File: src/rtl/pipe_hazard_ctrl_pkg.sv
// pipe_hazard_ctrl_pkg: shadow-entry layout {valid, wb_en, mem_read, dest} and default widths
package pipe_hazard_ctrl_pkg;
  localparam int REG_ADDR_W_DEF = 4;
  localparam int ENT_FLAGS = 3;
  function automatic int ent_w(input int aw);
    return aw + ENT_FLAGS;
  endfunction
  function automatic int off_mem_read(input int aw);
    return aw;
  endfunction
  function automatic int off_wb_en(input int aw);
    return aw + 1;
  endfunction
  function automatic int off_valid(input int aw);
    return aw + 2;
  endfunction
endpackage

File: src/rtl/pipe_hazard_ctrl_slot_cmp.sv
// pipe_hazard_ctrl_slot_cmp: RAW / load-use compare of one shadow slot against the ID operands
module pipe_hazard_ctrl_slot_cmp
  import pipe_hazard_ctrl_pkg::*;
#(
  parameter int AW = REG_ADDR_W_DEF,
  parameter bit EN = 1'b1,
  parameter bit LOAD_ONLY = 1'b0
) (
  input  logic [ent_w(AW)-1:0] ent,
  input  logic [AW-1:0]        src1,
  input  logic [AW-1:0]        src2,
  input  logic                 two_src,
  output logic                 hit
);
  logic m;
  // slot hits when it will write a register the ID instruction reads
  always_comb begin
    m = ent[off_valid(AW)] & ent[off_wb_en(AW)] &
        ((ent[AW-1:0] == src1) | (two_src & (ent[AW-1:0] == src2)));
    hit = EN & m & (~LOAD_ONLY | ent[off_mem_read(AW)]);
  end
endmodule

File: src/rtl/pipe_hazard_ctrl.sv
// pipe_hazard_ctrl: IF/ID freeze/flush from a shadow write scoreboard; PIPE_FORWARDING_EN limits stalls to load-use
module pipe_hazard_ctrl
  import pipe_hazard_ctrl_pkg::*;
#(
  parameter int REG_ADDR_W = REG_ADDR_W_DEF,
  parameter int PIPE_DEPTH = 3,
  parameter int CNT_W = 16
) (
  input  logic                  clk,
  input  logic                  rst,
  input  logic                  id_valid,
  input  logic [REG_ADDR_W-1:0] id_src1,
  input  logic [REG_ADDR_W-1:0] id_src2,
  input  logic                  id_two_src,
  input  logic                  id_wb_en,
  input  logic                  id_mem_read,
  input  logic [REG_ADDR_W-1:0] id_dest,
  input  logic                  branch_taken,
  output logic                  freeze,
  output logic                  flush,
  output logic [CNT_W-1:0]      stall_cnt,
  output logic [CNT_W-1:0]      flush_cnt
);
  localparam int EW = ent_w(REG_ADDR_W);
`ifdef PIPE_FORWARDING_EN
  localparam bit FWD = 1'b1;
`else
  localparam bit FWD = 1'b0;
`endif
  logic [EW-1:0] sh [PIPE_DEPTH];
  logic [PIPE_DEPTH-1:0] hit;
  logic [EW-1:0] id_ent;
  logic hazard;
  for (genvar k = 0; k < PIPE_DEPTH; k++) begin : g_cmp
    pipe_hazard_ctrl_slot_cmp #(
      .AW(REG_ADDR_W),
      .EN(!FWD || k == 0),
      .LOAD_ONLY(FWD)
    ) u_cmp (
      .ent(sh[k]),
      .src1(id_src1),
      .src2(id_src2),
      .two_src(id_two_src),
      .hit(hit[k])
    );
  end
  // flush beats freeze; both forced low while reset is asserted
  always_comb begin
    hazard = id_valid & (|hit);
    flush = branch_taken & ~rst;
    freeze = hazard & ~branch_taken & ~rst;
    id_ent = (freeze | flush | ~id_valid) ? '0 : {1'b1, id_wb_en, id_mem_read, id_dest};
  end
  // shadow pipeline: slot 0 = EXE ... slot PIPE_DEPTH-1 = WB, bubbles enter while held
  always_ff @(posedge clk or posedge rst) begin
    if (rst) begin
      for (int i = 0; i < PIPE_DEPTH; i++) sh[i] <= '0;
    end else begin
      sh[0] <= id_ent;
      for (int i = 1; i < PIPE_DEPTH; i++) sh[i] <= sh[i-1];
    end
  end
  // saturating debug event counters
  always_ff @(posedge clk or posedge rst) begin
    if (rst) begin
      stall_cnt <= '0;
      flush_cnt <= '0;
    end else begin
      if (freeze && stall_cnt != '1) stall_cnt <= stall_cnt + CNT_W'(1);
      if (flush && flush_cnt != '1) flush_cnt <= flush_cnt + CNT_W'(1);
    end
  end
endmodule
File: config.mk
export PLATFORM = sky130hd
export DESIGN_NAME = pipe_hazard_ctrl
export DESIGN_NICKNAME = d
export VERILOG_FILES = /design/src/rtl/pipe_hazard_ctrl_pkg.sv /design/src/rtl/pipe_hazard_ctrl_slot_cmp.sv /design/src/rtl/pipe_hazard_ctrl.sv
export SDC_FILE = /design/constraint.sdc
export NUM_CORES = 1
export LEC_CHECK = 0
export ABC_AREA = 1
export CAP_MARGIN = 20
export CORE_MARGIN = 2
export CORE_UTILIZATION = 55
export CTS_BUF_LIST = sky130_fd_sc_hd__clkbuf_4
export DETAILED_ROUTE_END_ITERATION = 7
export PLACE_DENSITY = 0.88
export SLEW_MARGIN = 0
export SYNTH_ARGS = -nofsm -noshare
export SYNTH_HDL_FRONTEND = slang
export SYNTH_HIERARCHICAL = 1
export SYNTH_SLANG_ARGS = --single-unit
File: constraint.sdc
create_clock -name clk -period 2.8 [get_ports clk]
set_input_delay 0.28 -clock clk [delete_from_list [all_inputs] [get_ports clk]]
set_output_delay 0.28 -clock clk [all_outputs]
set_load 0.005 [all_outputs]
======== Yosys cells after proc, flatten, opt, wreduce, memory -nomap -nowiden ========
Cells that the tools add are included.
operators by class
  $add $sub $neg .......................... 2
  $mul .................................... 0
  divide/modulo/power cells ............... 0
  order comparisons ....................... 0
  eq/ne operators ......................... 8
  shift-type cells ........................ 0
  muxes and demuxes ....................... 1
  bitwise logic cells ..................... 21
  reduce and logical (&&, ||, !) cells .... 3
operators with widths
  kind                   number
  $add 16x1->16 const B  2
  $ne 16x16->1 const B   2
  $eq 4x4->1             6
  $and 1x1->1            13
  $mux 7                 1
  $or 1x1->1             5
  $not 1->1              3
  $reduce_or 3->1        1
  $logic_and 1x1->1      2
storage, ports and cells
  register bits after elaboration ......... 53
  bits in latches ......................... 0
  RAM bits ................................ 0
  ROM bits ................................ 0
  input bits .............................. 19
  output and inout port bits .............. 34
  word-level logic and storage cells ...... 40
  memories kept ........................... 0

======== Longest topological paths before layout ========
  depth in word-level cells ............... 11
  mapped depth ............................ 13
  mapped depth without buffers ............ 12

======== Modules after synthesis ========
Netlist, hierarchy kept.
modules (own cells, without submodules)
  module                     instances  cells each  area an instance (um^2)  sequential area each (um^2)
  pipe_hazard_ctrl           1          328         2,612.5                  1,326.3
  pipe_hazard_ctrl_slot_cmp  3          42          165.2                    0.0

======== Worst setup path after synthesis ========
Ideal clock, no wire load.
  kind .................................... in2reg
  start point ............................. input port rst
  end point ............................... register flush_cnt[9]
  setup time .............................. 117 ps
  data arrival time ....................... 2,297 ps
  required time ........................... 2,683 ps
  setup slack ............................. 386 ps
  stages .................................. 6
  path buffers ............................ 0
  cells stage by stage .................... inv_1 > nand2_1 > nor3_1 > nand3_1 > nand2_1 > nand2_1
between the ends
  word-level cells in the longest chain between the ends .. 3
ends and longest elaborated chain
  element                 line                    source
  start: declaration      pipe_hazard_ctrl.sv:10  input logic rst,
  $not 1->1               pipe_hazard_ctrl.sv:50  flush = branch_taken & ~rst;
  $and 1x1->1             pipe_hazard_ctrl.sv:50
  $logic_and 1x1->1       pipe_hazard_ctrl.sv:70  if (flush && flush_cnt != '1) flush_cnt <= flush_cnt + CNT_W'(1);
  end signal: assignment  pipe_hazard_ctrl.sv:70
  end: declaration        pipe_hazard_ctrl.sv:22  output logic [CNT_W-1:0] flush_cnt
Every way passes these cells.
A chain may end at the register's enable or synchronous reset.

======== Worst setup path after layout ========
  start point ............................. input port id_src1[0]
  end point ............................... output port freeze
between the ends
  word-level cells in the longest chain between the ends .. 7
  elaborated cells between the ends (all ways) .. 13
  those cells by class .................... eq/ne (3); bitwise (9); reduce/logical (1)
ends and longest elaborated chain
  element                    line                             source
  start: declaration         pipe_hazard_ctrl.sv:12           input logic [REG_ADDR_W-1:0] id_src1,
  $eq 4x4->1                 pipe_hazard_ctrl_slot_cmp.sv:19  ((ent[AW-1:0] == src1) | (two_src & (ent[AW-1:0] == src2)));
  $or 1x1->1                 pipe_hazard_ctrl_slot_cmp.sv:19
  $and 1x1->1                pipe_hazard_ctrl_slot_cmp.sv:18  m = ent[off_valid(AW)] & ent[off_wb_en(AW)] &
  net hit[1]                 pipe_hazard_ctrl.sv:31           logic [PIPE_DEPTH-1:0] hit;
  $reduce_or 3->1            pipe_hazard_ctrl.sv:49           hazard = id_valid & (|hit);
  $and 1x1->1                pipe_hazard_ctrl.sv:49
  $and 1x1->1 (2 in series)  pipe_hazard_ctrl.sv:51           freeze = hazard & ~branch_taken & ~rst;
  end: declaration           pipe_hazard_ctrl.sv:19           output logic freeze,
The timed path passes the listed nets, and every way through them passes these cells.

==> summary.txt <==
Hold path
  – Hold path start: sh[13]
  – Hold EP: sh[6]
  – Hold crit path type: flop to flop
  – Hold path cells: 0

Finish
  – Non-Filler Instances: 579
  – Fill count: 450
  – Share of cells above drive strength 1: 6.312%
  – Syn-to-layout area delta: 21.96%
  – Antenna diodes: 0
  – Nets: 527

Job
  – Max Cap Viol: 0

Critical path
  – Reg2reg setup slack: 1090 ps
  – Critical Path Source Type: input pin
  – Kind of critical path: input pin to output pin
  – Crit-path most repeated cell: nand2_1
  – Max incr delay on CP: 590 ps
  – WP data arrival: 2260 ps
  – FF-to-FF End: stall_cnt[4]
  – Worst setup EP type: output pin
  – Maximum fanout along the worst path: 6
  – Critical Path RT: 2520 ps
  – Critical Path, Cell by Cell: clkdlybuf4s50_1 > inv_1 > nand2_1 > nand2_1 > nor2_1 > nand2_1 > a21oi_2 > nor2_1 > a21oi_2 > clkdlybuf4s50_1
  – Slowest cell on crit path: clkdlybuf4s50_1
  – Reg2Reg Depth: 11
  – Worst reg2reg startpoint: sh[7]

Floorplan
  – Die area: 6110 um^2
  – Die Span X: 78.17 um
  – Starting Density: 55.97%
  – DIE HEIGHT: 78.17 um
  – FP Rows: 27
  – Io pins: 53
  – Area of the core: 5405 um^2

Placed design
  – Final Wtd Congestion: 0.8812
  – Dpl ws: 255.7 ps
  – I/O Buffers: 51
  – DP Wirelength: 4864 um
  – Dpl cells: 571

Timing
  – Final worst path period share: 90.58%
  – RSZ-0062 raised after global routing: false
  – Tmin final: 2536 ps
  – Fin. Hold Viols: 0
  – Worst-margin pin slew: 611.3 ps
  – Hold slack: 393.2 ps
  – PnR worst setup slack: 263.7 ps
  – Skew final: 12.57 ps
  – Highest Clock Rate: 394.3 MHz
  – Fin Setup TNS: 0 ps
  – Final setup vio count: 0
  – Final count of pins violating max slew: 0
  – Relative slew slack: 59.25%

Routing
  – Detail Route Antenna Nets: 0
  – Residual DRC: 0
  – Routed WL per cell: 11.38 um
  – Drt initial violations: 129
  – Total routed wirelength: 6590 um
  – DR pass1 iterations: 4
  – Post-DR vias/cell: 4.978
  – DR vias: 2,882

GRT
  – Overall Global Routing Usage: 23.29%
  – Largest net degree at the start of global routing: 51
  – First-pass GRT wire length: 11,540 um
  – Initial antenna violation count: 0
  – GRT overflow: 0
  – Number of global-route vias before repair: 2,688

Clocking
  – H-tree level count: 2
  – CTS tree: done
  – Clock Sinks: 50
  – Buffers inserted by post-CTS timing repair: 0
  – Clock latency on the worst-skew pair: 370 ps
  – CTS buffer count: 5
  – Hold Buf Count CTS: 0
  – Clock Tree Buf Depth: 2
  – Post-CTS sizing: 0
  – CTS root buffer: clkbuf_4
  – Reg clk slew, reported paths: 150 ps

Outcome
  – Outcome: completed

Power
  – Lkg Pwr: 1.822 nW
  – Pwr dens: 445.6 nW/um^2
  – Total power: 1.644 mW
  – Max IR drop VDD: 0.4202 mV

Logic synthesis
  – Post-Syn Instances: 449
  – Mapped Nets: 470
  – Syn. warnings: 6
  – Mapped cell area: 3025 um^2
  – Syn avg cell area: 6.738 um^2
-- power by group --
part | switching, mW | internal [mW] | leakage (nW)
logic | 0.162 | 0.180 | 1.12
clock network | 0.231 | 0.209 | 0.0463
registers | 0.0813 | 0.781 | 0.655
total | 0.475 | 1.17 | 1.82
-- flip-flops by register name, indices dropped and copies added (netlist names) --
signal	flops
stall_cnt	16
flush_cnt	16
sh	18
-- layout by cell type (no fill, tap or decap), drive strengths merged --
cell type,instances
clkbuf,7
clkinv,1
xor2,2
o21ai,24
ha,2
nand3,25
nand2,191
buf,3
nor3,1
dfrtp,50
nor2,56
nand4,9
a21oi,4
xnor2,9
bufinv,1
clkdlybuf4s50,51
inv,70
nand3b,1
-- how the worst max path moves through the flow --
| stage | endpoint | startpoint | slack, ps |
|---|---|---|---|
| final | freeze | id_src1[0] | 260 |
| after CTS | freeze | id_src2[2] | 250 |
| after detailed placement | freeze | id_src2[2] | 260 |
| after global routing | freeze | id_src1[0] | 90 |
| after global placement | freeze | id_src1[0] | 270 |
| after floorplan | flush_cnt[9] | rst | 460 |
-- stage by stage --
step           utilization (%)  instance area (um^2)
2_1_floorplan                -                  3025
3_3_place_gp             66.74                  3607
3_5_place_dp             66.74                  3607
4_1_cts                  68.26                  3690
5_1_grt                  68.26                  3690
6_report                 68.26                  3690
-- metal layers --
| metal | vias to the layer above | routed length (um) | track usage [%] |
|---|---|---|---|
| met2 | 58 | 3280 | 41.47 |
| met4 | 0 | 89 | 7.018 |
| met5 | - | 0 | 0 |
| met3 | 8 | 255 | 4.828 |
| met1 | 1340 | 2964 | 28.43 |
| li1 | 1476 | - | - |
-- area by class of cell --
type	count	area [um^2]	share of cell area, %
multi-input cells	324	1466	39.74
repair buffers	54	533.0	14.45
well taps	72	90.09	2.442
clock inverters	1	30.03	0.8138
flip-flops and latches	50	1251	33.91
inverters	71	266.5	7.223
clock buffers	7	52.55	1.424
-- critical path: cells and delay by family --
kind	cells	cell delay [ps]
buffers and inverters	3	1210
and+or+nand+nor	5	400
AOI/OAI and AO/OA	2	370
No activity file was read; power rests on OpenSTA's default activity.
